## src/rtl/multicycle_controller_pkg.sv

```systemverilog
// multicycle_controller_pkg: shared states, opcodes, funct codes and ALU encodings (JUMP state only with MIPS_JUMP_EN)
package multicycle_controller_pkg;
    typedef enum logic [3:0] {
        FETCH    = 4'd0,
        DECODE   = 4'd1,
        MEMADR   = 4'd2,
        MEMREAD  = 4'd3,
        MEMWB    = 4'd4,
        MEMWRITE = 4'd5,
        EXECUTE  = 4'd6,
        ALUWB    = 4'd7,
        BRANCH   = 4'd8,
        ADDIEX   = 4'd9,
`ifdef MIPS_JUMP_EN
        ADDIWB   = 4'd10,
        JUMP     = 4'd11
`else
        ADDIWB   = 4'd10
`endif
    } mc_state_t;

    typedef enum logic [1:0] {AOP_ADD, AOP_SUB, AOP_FUNCT} alu_op_t;

    localparam logic [5:0] OP_RTYPE = 6'b000000;
    localparam logic [5:0] OP_J     = 6'b000010;
    localparam logic [5:0] OP_BEQ   = 6'b000100;
    localparam logic [5:0] OP_ADDI  = 6'b001000;
    localparam logic [5:0] OP_LW    = 6'b100011;
    localparam logic [5:0] OP_SW    = 6'b101011;

    localparam logic [5:0] FN_ADD = 6'b100000;
    localparam logic [5:0] FN_SUB = 6'b100010;
    localparam logic [5:0] FN_AND = 6'b100100;
    localparam logic [5:0] FN_OR  = 6'b100101;
    localparam logic [5:0] FN_SLT = 6'b101010;

    localparam logic [2:0] ALU_AND = 3'b000;
    localparam logic [2:0] ALU_OR  = 3'b001;
    localparam logic [2:0] ALU_ADD = 3'b010;
    localparam logic [2:0] ALU_SUB = 3'b110;
    localparam logic [2:0] ALU_SLT = 3'b111;
endpackage

```

## src/rtl/multicycle_controller_if.sv

```systemverilog
// multicycle_controller_if: shared memory port request/ready handshake
interface multicycle_controller_if;
    logic mem_req;
    logic mem_rdy;
    logic iord;
    logic memwrite;
    modport master (output mem_req, iord, memwrite, input mem_rdy);
    modport slave  (input mem_req, iord, memwrite, output mem_rdy);
endinterface

```

## src/rtl/multicycle_controller_alu_decoder.sv

```systemverilog
// multicycle_controller_alu_decoder: maps ALU op class and funct field to ALU control
module multicycle_controller_alu_decoder
    import multicycle_controller_pkg::*;
#(
    parameter int FUNCT_WIDTH = 6
) (
    input  alu_op_t                alu_op,
    input  logic [FUNCT_WIDTH-1:0] Funct,
    output logic [2:0]             alu_control
);
    // unknown funct codes fall back to add
    assign alu_control = alu_op == AOP_ADD ? ALU_ADD :
                         alu_op == AOP_SUB ? ALU_SUB :
                         Funct == FN_SUB   ? ALU_SUB :
                         Funct == FN_AND   ? ALU_AND :
                         Funct == FN_OR    ? ALU_OR  :
                         Funct == FN_SLT   ? ALU_SLT : ALU_ADD;
endmodule

```

## src/rtl/multicycle_controller.sv

```systemverilog
// multicycle_controller: Moore sequencing FSM for the shared-memory multicycle MIPS datapath (MIPS_JUMP_EN adds j)
module multicycle_controller
    import multicycle_controller_pkg::*;
#(
    parameter int OP_WIDTH    = 6,
    parameter int FUNCT_WIDTH = 6
) (
    input  logic                   CLK,
    input  logic                   RST_N,
    input  logic [OP_WIDTH-1:0]    OP,
    input  logic [FUNCT_WIDTH-1:0] Funct,
    input  logic                   zero,
    multicycle_controller_if.master mem,
    output logic                   irwrite,
    output logic                   regdst,
    output logic                   mem2reg,
    output logic                   regwrite,
    output logic                   alu_srca,
    output logic [1:0]             alu_srcb,
    output logic [1:0]             pc_src,
    output logic [2:0]             alu_control,
    output logic                   pc_en,
    output logic [3:0]             state_o
);
    mc_state_t state, next;
    alu_op_t   alu_op;
    logic      pc_write, branch;

    // state register, reset lands in FETCH immediately
    always_ff @(posedge CLK or negedge RST_N) begin
        if (!RST_N) state <= FETCH;
        else        state <= next;
    end

    // next state and Moore outputs; only memory-handshake enables look at mem_rdy
    always_comb begin
        next         = state;
        mem.mem_req  = 1'b0;
        mem.iord     = 1'b0;
        mem.memwrite = 1'b0;
        irwrite      = 1'b0;
        regdst       = 1'b0;
        mem2reg      = 1'b0;
        regwrite     = 1'b0;
        alu_srca     = 1'b0;
        alu_srcb     = 2'b00;
        pc_src       = 2'b00;
        alu_op       = AOP_ADD;
        pc_write     = 1'b0;
        branch       = 1'b0;
        case (state)
            FETCH: begin
                mem.mem_req = 1'b1;
                alu_srcb    = 2'b01;
                irwrite     = mem.mem_rdy;
                pc_write    = mem.mem_rdy;
                next        = mem.mem_rdy ? DECODE : FETCH;
            end
            DECODE: begin
                alu_srcb = 2'b11;
                case (OP)
                    OP_LW, OP_SW: next = MEMADR;
                    OP_RTYPE:     next = EXECUTE;
                    OP_BEQ:       next = BRANCH;
                    OP_ADDI:      next = ADDIEX;
`ifdef MIPS_JUMP_EN
                    OP_J:         next = JUMP;
`endif
                    default:      next = FETCH;
                endcase
            end
            MEMADR: begin
                alu_srca = 1'b1;
                alu_srcb = 2'b10;
                next     = OP == OP_SW ? MEMWRITE : MEMREAD;
            end
            MEMREAD: begin
                mem.mem_req = 1'b1;
                mem.iord    = 1'b1;
                next        = mem.mem_rdy ? MEMWB : MEMREAD;
            end
            MEMWB: begin
                mem2reg  = 1'b1;
                regwrite = 1'b1;
                next     = FETCH;
            end
            MEMWRITE: begin
                mem.mem_req  = 1'b1;
                mem.iord     = 1'b1;
                mem.memwrite = mem.mem_rdy;
                next         = mem.mem_rdy ? FETCH : MEMWRITE;
            end
            EXECUTE: begin
                alu_srca = 1'b1;
                alu_op   = AOP_FUNCT;
                next     = ALUWB;
            end
            ALUWB: begin
                regdst   = 1'b1;
                regwrite = 1'b1;
                next     = FETCH;
            end
            BRANCH: begin
                alu_srca = 1'b1;
                alu_op   = AOP_SUB;
                pc_src   = 2'b01;
                branch   = 1'b1;
                next     = FETCH;
            end
            ADDIEX: begin
                alu_srca = 1'b1;
                alu_srcb = 2'b10;
                next     = ADDIWB;
            end
            ADDIWB: begin
                regwrite = 1'b1;
                next     = FETCH;
            end
`ifdef MIPS_JUMP_EN
            JUMP: begin
                pc_src   = 2'b10;
                pc_write = 1'b1;
                next     = FETCH;
            end
`endif
            default: next = FETCH;
        endcase
    end

    assign pc_en   = pc_write | (branch & zero);
    assign state_o = state;

    multicycle_controller_alu_decoder #(.FUNCT_WIDTH(FUNCT_WIDTH)) alu_decoder (
        .alu_op      (alu_op),
        .Funct       (Funct),
        .alu_control (alu_control)
    );
endmodule

```

## src/flat_wrapper.sv

```systemverilog
// flat-port wrapper written by rule: the top's interface ports become plain ports
module multicycle_controller_flat import multicycle_controller_pkg::*;
#(
    parameter int OP_WIDTH    = 6,
    parameter int FUNCT_WIDTH = 6
)
  (CLK, RST_N, OP, Funct, zero, irwrite, regdst, mem2reg, regwrite, alu_srca, alu_srcb, pc_src, alu_control, pc_en, state_o, mem_mem_req, mem_iord, mem_memwrite, mem_mem_rdy);
  multicycle_controller_if mem_i ();
  input  logic CLK;
  input  logic RST_N;
  input  logic [OP_WIDTH-1:0] OP;
  input  logic [FUNCT_WIDTH-1:0] Funct;
  input  logic zero;
  output logic irwrite;
  output logic regdst;
  output logic mem2reg;
  output logic regwrite;
  output logic alu_srca;
  output logic [1:0] alu_srcb;
  output logic [1:0] pc_src;
  output logic [2:0] alu_control;
  output logic pc_en;
  output logic [3:0] state_o;
  output wire logic [$bits(mem_i.mem_req)-1:0] mem_mem_req;
  output wire logic [$bits(mem_i.iord)-1:0] mem_iord;
  output wire logic [$bits(mem_i.memwrite)-1:0] mem_memwrite;
  input wire logic [$bits(mem_i.mem_rdy)-1:0] mem_mem_rdy;
  assign mem_mem_req = mem_i.mem_req;
  assign mem_iord = mem_i.iord;
  assign mem_memwrite = mem_i.memwrite;
  assign mem_i.mem_rdy = mem_mem_rdy;
  multicycle_controller #(.OP_WIDTH(OP_WIDTH), .FUNCT_WIDTH(FUNCT_WIDTH)) u_core (.CLK(CLK), .RST_N(RST_N), .OP(OP), .Funct(Funct), .zero(zero), .mem(mem_i), .irwrite(irwrite), .regdst(regdst), .mem2reg(mem2reg), .regwrite(regwrite), .alu_srca(alu_srca), .alu_srcb(alu_srcb), .pc_src(pc_src), .alu_control(alu_control), .pc_en(pc_en), .state_o(state_o));
endmodule
```

## config.mk

```make
export PLATFORM = sky130hd
export DESIGN_NAME = multicycle_controller_flat
export DESIGN_NICKNAME = d
export VERILOG_FILES = /design/src/rtl/multicycle_controller_pkg.sv /design/src/rtl/multicycle_controller_if.sv /design/src/rtl/multicycle_controller_alu_decoder.sv /design/src/rtl/multicycle_controller.sv /design/src/flat_wrapper.sv
export SDC_FILE = /design/constraint.sdc
export NUM_CORES = 1
export LEC_CHECK = 0
export BUFFER_PORTS_ARGS = -buffer_cell sky130_fd_sc_hd__buf_4
export CAP_MARGIN = 10
export CORE_MARGIN = 4
export CORE_UTILIZATION = 25
export DETAILED_ROUTE_END_ITERATION = 7
export PLACE_DENSITY = 0.59
export SYNTH_ARGS = -nofsm -noshare
export SYNTH_HDL_FRONTEND = slang
export SYNTH_SLANG_ARGS = --single-unit
export TNS_END_PERCENT = 20
```

## constraint.sdc

```tcl
create_clock -name CLK -period 3.2 [get_ports CLK]
set_input_delay 0.48 -clock CLK [delete_from_list [all_inputs] [get_ports CLK]]
set_output_delay 0.48 -clock CLK [all_outputs]
set_load 0.01 [all_outputs]
```

=== Word-level counts from Yosys, hierarchy flattened ===
Index checks and enable logic that the tools add are counted.

* Reduce and logical (&&, ||, !) cells: 9
* Bitwise operators: 2
* Mux-type cells: 24
* Equal/unequal tests: 19

{| class="wikitable"
|+ Operators with widths
! operator !! number
|-
| 6-bit == test (second input constant) || 6
|-
| 4-bit case mux with 7 select lines || 1
|-
| 3-bit two-way mux || 9
|-
| 4-bit by 3-bit == test with 1-bit output (second input constant) || 4
|-
| 4-bit case mux with 4 select lines || 1
|-
| 4-bit == test (second input constant) || 3
|-
| 1-bit two-way mux || 11
|-
| 4-bit by 2-bit == test with 1-bit output (second input constant) || 2
|-
| 6-bit by 3-bit == test with 1-bit output (second input constant) || 1
|-
| 6-bit by 4-bit == test with 1-bit output (second input constant) || 1
|-
| 6-bit zero test || 1
|-
| 2-bit case mux with 3 select lines || 1
|-
| 2-bit OR reduction || 3
|-
| 3-bit OR reduction || 2
|-
| 4-bit by 1-bit == test with 1-bit output (second input constant) || 1
|-
| 4-bit zero test || 1
|-
| 2-bit case mux with 2 select lines || 1
|-
| 4-bit OR reduction || 1
|-
| 2-bit by 1-bit == test with 1-bit output (second input constant) || 1
|-
| 2-bit zero test || 1
|-
| 1-bit AND || 1
|-
| 1-bit OR || 1
|}

* Register bits: 4
* Bits of input ports: 16

=== Longest topological paths before layout ===
* Word-level depth: 7
* Gate-level depth with buffers: 5
* Mapped depth without buffers: 3

=== Modules after synthesis ===
A second synthesis with hierarchy kept.

* Cell total of the unflattened synthesis: 71
* Area, all modules: 518.0 sq um

{| class="wikitable"
|+ Modules (own cells, without submodules)
! module !! cells each !! sequential area each (sq um) !! instances !! area an instance (sq um)
|-
| multicycle_controller || 63 || 100.1 || 1 || 454.2
|-
| multicycle_controller_alu_decoder || 8 || 0.0 || 1 || 63.8
|}

=== Least setup slack after synthesis ===
OpenSTA, ideal clock, no wires.

* Kind: register to output
* Start: register u_core.state[3], in the netlist u_core.state_o[3]
* End: output pc_en
* Arrival time: 1.465 ns
* Setup slack: 1.255 ns
* Path buffers: 1
* Stages on the path, launching flop included: 5
* Required time: 2.720 ns
* Path through: dfrtp_1 -> clkbuf_1 -> nor2_1 -> nor4b_1 -> a21o_1

* Elaborated cells between the ends (all ways): 6

{| class="wikitable"
|+ RTL lines
! item !! RTL line !! text
|-
| start, declared || multicycle_controller.sv:25 || <nowiki>mc_state_t state, next;</nowiki>
|-
| start signal, assigned || multicycle_controller.sv:32 || <nowiki>else state <= next;</nowiki>
|-
| 4-bit zero test || - ||
|-
| 1-bit two-way mux || - ||
|-
| net irwrite || flat_wrapper.sv:14 || <nowiki>output logic irwrite;</nowiki>
|-
| 1-bit OR || multicycle_controller.sv:130 || <nowiki>assign pc_en = pc_write | (branch & zero);</nowiki>
|-
| end, declared || flat_wrapper.sv:22 || <nowiki>output logic pc_en;</nowiki>
|}

The timed path passes the listed nets, and every way through them passes these cells.

=== Worst setup path in the final report ===
* Start: register u_core.state[1], in the netlist u_core.state_o[1]
* End: output alu_control[1]

* Cells in the longest elaborated chain, start to end: 5
* Elaborated cells between the ends (all ways): 7

{| class="wikitable"
|+ Ends and longest elaborated chain
! item !! RTL line !! text
|-
| 4-bit == test / 4-bit by 3-bit == test with 1-bit output (equally long branches) || multicycle_controller.sv:51 || <nowiki>case (state)</nowiki>
|-
| 2-bit case mux with 2 select lines (*) || multicycle_controller.sv:51 ||
|-
| 2-bit by 1-bit == test with 1-bit output || multicycle_controller_alu_decoder.sv:13 || <nowiki>alu_op == AOP_SUB ? ALU_SUB :</nowiki>
|-
| 3-bit two-way mux || multicycle_controller_alu_decoder.sv:13 ||
|-
| 3-bit two-way mux (*) || multicycle_controller_alu_decoder.sv:12 || <nowiki>assign alu_control = alu_op == AOP_ADD ? ALU_ADD :</nowiki>
|-
| end, declared || flat_wrapper.sv:21 || <nowiki>output logic [2:0] alu_control;</nowiki>
|}

Every way passes the cells marked *; elsewhere a longest branch is shown, timed or not.

==> impl_metrics.tcl <==
set metrics [dict create \
    outcome "complete, no violations" \
    num_vias 640 \
    fillers 224 \
    final_core_util 0.401 \
    regToRegStartpoint "u_core.state_o[1]" \
    crit_type "flop to output port" \
    skew_ns 0.00280 \
    required_ns 2.72 \
    worst_pin_slew_ns 0.580 \
    portBuffers 34 \
    post-synth-top-count-cell "nor2_1" \
    crit_arrival_ns 2.04 \
    insertion_delay_ns 0.23 \
    worstPathMaxFanout 20 \
    grt_max_degree 21 \
    synth_top_area_frac 0.185 \
    maxSlewHeadroom 0.613 \
    antenna_found_initial 0 \
    n_antenna_cell 0 \
    hpwl_um 1330 \
    yosys_warnings 0 \
    p_total_mw 0.492 \
    reg2reg_depth 3 \
    h-tree-depth 1 \
    cts_resized 0 \
    synthArstFlopShare 1.00 \
    drt_iter0_drc 9 \
    yosysSeqAreaShare 0.185 \
    period_needed_ns 2.52 \
    sequentialPowerShare 0.270 \
    wl_um 1640 \
    cts_tree "built" \
    max_freq_ghz 0.397 \
    regArea_um2 100 \
    viasPerCell 5.08 \
    post_synth_instance_area_um2 542 \
    grt-ovfl-total 0 \
    final_max_slew_viol_count 0 \
    netlist_top_cells_count "nor2_1, nor3_1, buf_2, dfrtp_1" \
    die_area_um2 2980 \
    root_buffer "clkbuf_4" \
    comb_power_share 0.606 \
    row_count 16 \
    synthCells 70 \
    largest_reg_flops 4 \
    hp-class "input port to asynchronous set/reset pin" \
    p_int_mw 0.275 \
    peakVddDrop_uv 272 \
    drive_gt1_frac 0.394 \
    cts.reportedPaths.clkPinSlew_ns 0.04 \
    wl_per_cell_um 13.0 \
    antenna_left 0 \
    clkPwrFrac 0.125 \
    area_growth_pct 48.3 \
    synth_fp_nets 86 \
    multiInputGateArea_um2 384 \
    die_x_um 54.6 \
    fin_area_um2 803 \
    hold_buffers 0 \
    endpoint_kind "output port" \
    setup_slack_ns 0.680 \
    power.share.switching 0.441 \
    start_util 0.271 \
    grt_pass1_wl_um 2720 \
    rsz0062_at_grt "no" \
    dpl_cell_area_um2 781 \
    yosysUniqueCellTypes 38 \
    boundaryPins 36 \
    ys_ff_latch 4 \
    final_hold_viol_count 0 \
    firstDrtPassIters 4 \
    leakage_nw 0.377 \
    grt_pass1_vias 660 \
    syn_area_per_cell_um2 7.74 \
    die_h_um 54.6 \
    gp_congestion 0.788 \
    netlist.top_cell.by_area "dfrtp_1" \
    r2r_slack_ns 1.66 \
    clock_path_buffers 2 \
    setup-tns-final_ns 0 \
    crit_path_start_kind "flop" \
    place_ws_ns 0.919 \
    finalSetupViolations 0 \
    drv_cap 0 \
    synth-main-ff-cell "dfrtp_1" \
    min_period_over_period 0.787 \
    core_um2 2000 \
    track_usage 0.125 \
    synth_edf_count 0 \
    nets 117 \
    route.detailed.drc 0 \
    power.density_nw_per_um2 612 \
    postCtsSetupRepairBufs 0 \
    cts_inserted_buffers 3 \
    p_sw_mw 0.217 \
    synth_area_leaders "dfrtp_1, nor4bb_1, nor2_1, nor3_1, buf_2" \
    timing.rr.end "u_core.state_o[1]" \
    clock_sinks 4 \
]
-- layer usage --
layer,vias up,track usage,wire [um]
li1,322,-,-
met1,291,0.145,672
met2,27,0.217,794
met3,0,0.0163,173
met4,0,0.0747,0
met5,-,0,0
-- cell type report --
type                            count  share of cell area
Timing Repair Buffer               34               0.318
Sequential cell                     4               0.125
Inverter                            2             0.00935
Multi-Input combinational cell     56               0.478
Tap cell                           27              0.0421
Clock buffer                        3              0.0280
-- metrics by stage --
stage	hold WS (ns)	instances
2_1_floorplan	0.184	70
3_3_place_gp	0.278	123
3_5_place_dp	0.279	123
4_1_cts	0.0278	126
5_1_grt	0.0187	126
6_report	0.0357	126
-- worst max-delay path: stages, from the launching register on --
cell      delay, ns
dfrtp_1        0.70
and4bb_1       0.33
nand3_1        0.11
or4b_4         0.51
buf_4          0.16
-- cells in the final DEF, fill, tap and decap left out, types with 2 or more instances in the layout --
cell,n
a21o_1,2
a21oi_1,3
buf_4,34
clkbuf_4,3
dfrtp_1,4
inv_1,2
nand2_1,2
nand2b_1,3
nand3_1,3
nor2_1,7
nor3_1,5
nor3b_1,2
nor4b_1,2
nor4bb_1,3
o21ai_0,2
xor2_1,2
-- power by group through the flow --
stage | combinational [mW] | sequential (mW) | clock (mW)
6_report | 0.298 | 0.132 | 0.0613
5_1_grt | 0.329 | 0.145 | 0.0716
4_1_cts | 0.302 | 0.133 | 0.0651
3_5_place_dp | 0.301 | 0.134 | 0
3_3_place_gp | 0.302 | 0.130 | 0
2_1_floorplan | 0.226 | 0.0823 | 0
-- worst max path at each step --
stage | start | endpoint | slack (ns) | cells after the start
5_1_grt | u_core.state_o[1] | alu_control[1] | 0.53 | 4
3_3_place_gp | u_core.state_o[1] | alu_control[1] | 0.99 | 4
3_5_place_dp | u_core.state_o[1] | alu_control[1] | 0.92 | 4
6_report | u_core.state_o[1] | alu_control[1] | 0.68 | 4
2_1_floorplan | u_core.state_o[3] | pc_en | 1.25 | 4
4_1_cts | u_core.state_o[1] | alu_control[1] | 0.67 | 4
-- kinds of logic (layout without fill, tap and decap cells) --
logic type,after synthesis,in the layout,share of synthesized area
xor gates and xnor gates,3,3,0.0485
AOI/OAI and AO/OA,15,15,0.201
and+or+nand+nor,36,36,0.434
DFF,4,4,0.185
muxes,1,1,0.0185
buffers and inverters,10,39,0.106
other,1,1,0.00692
No activity file was read; power rests on OpenSTA's default activity.
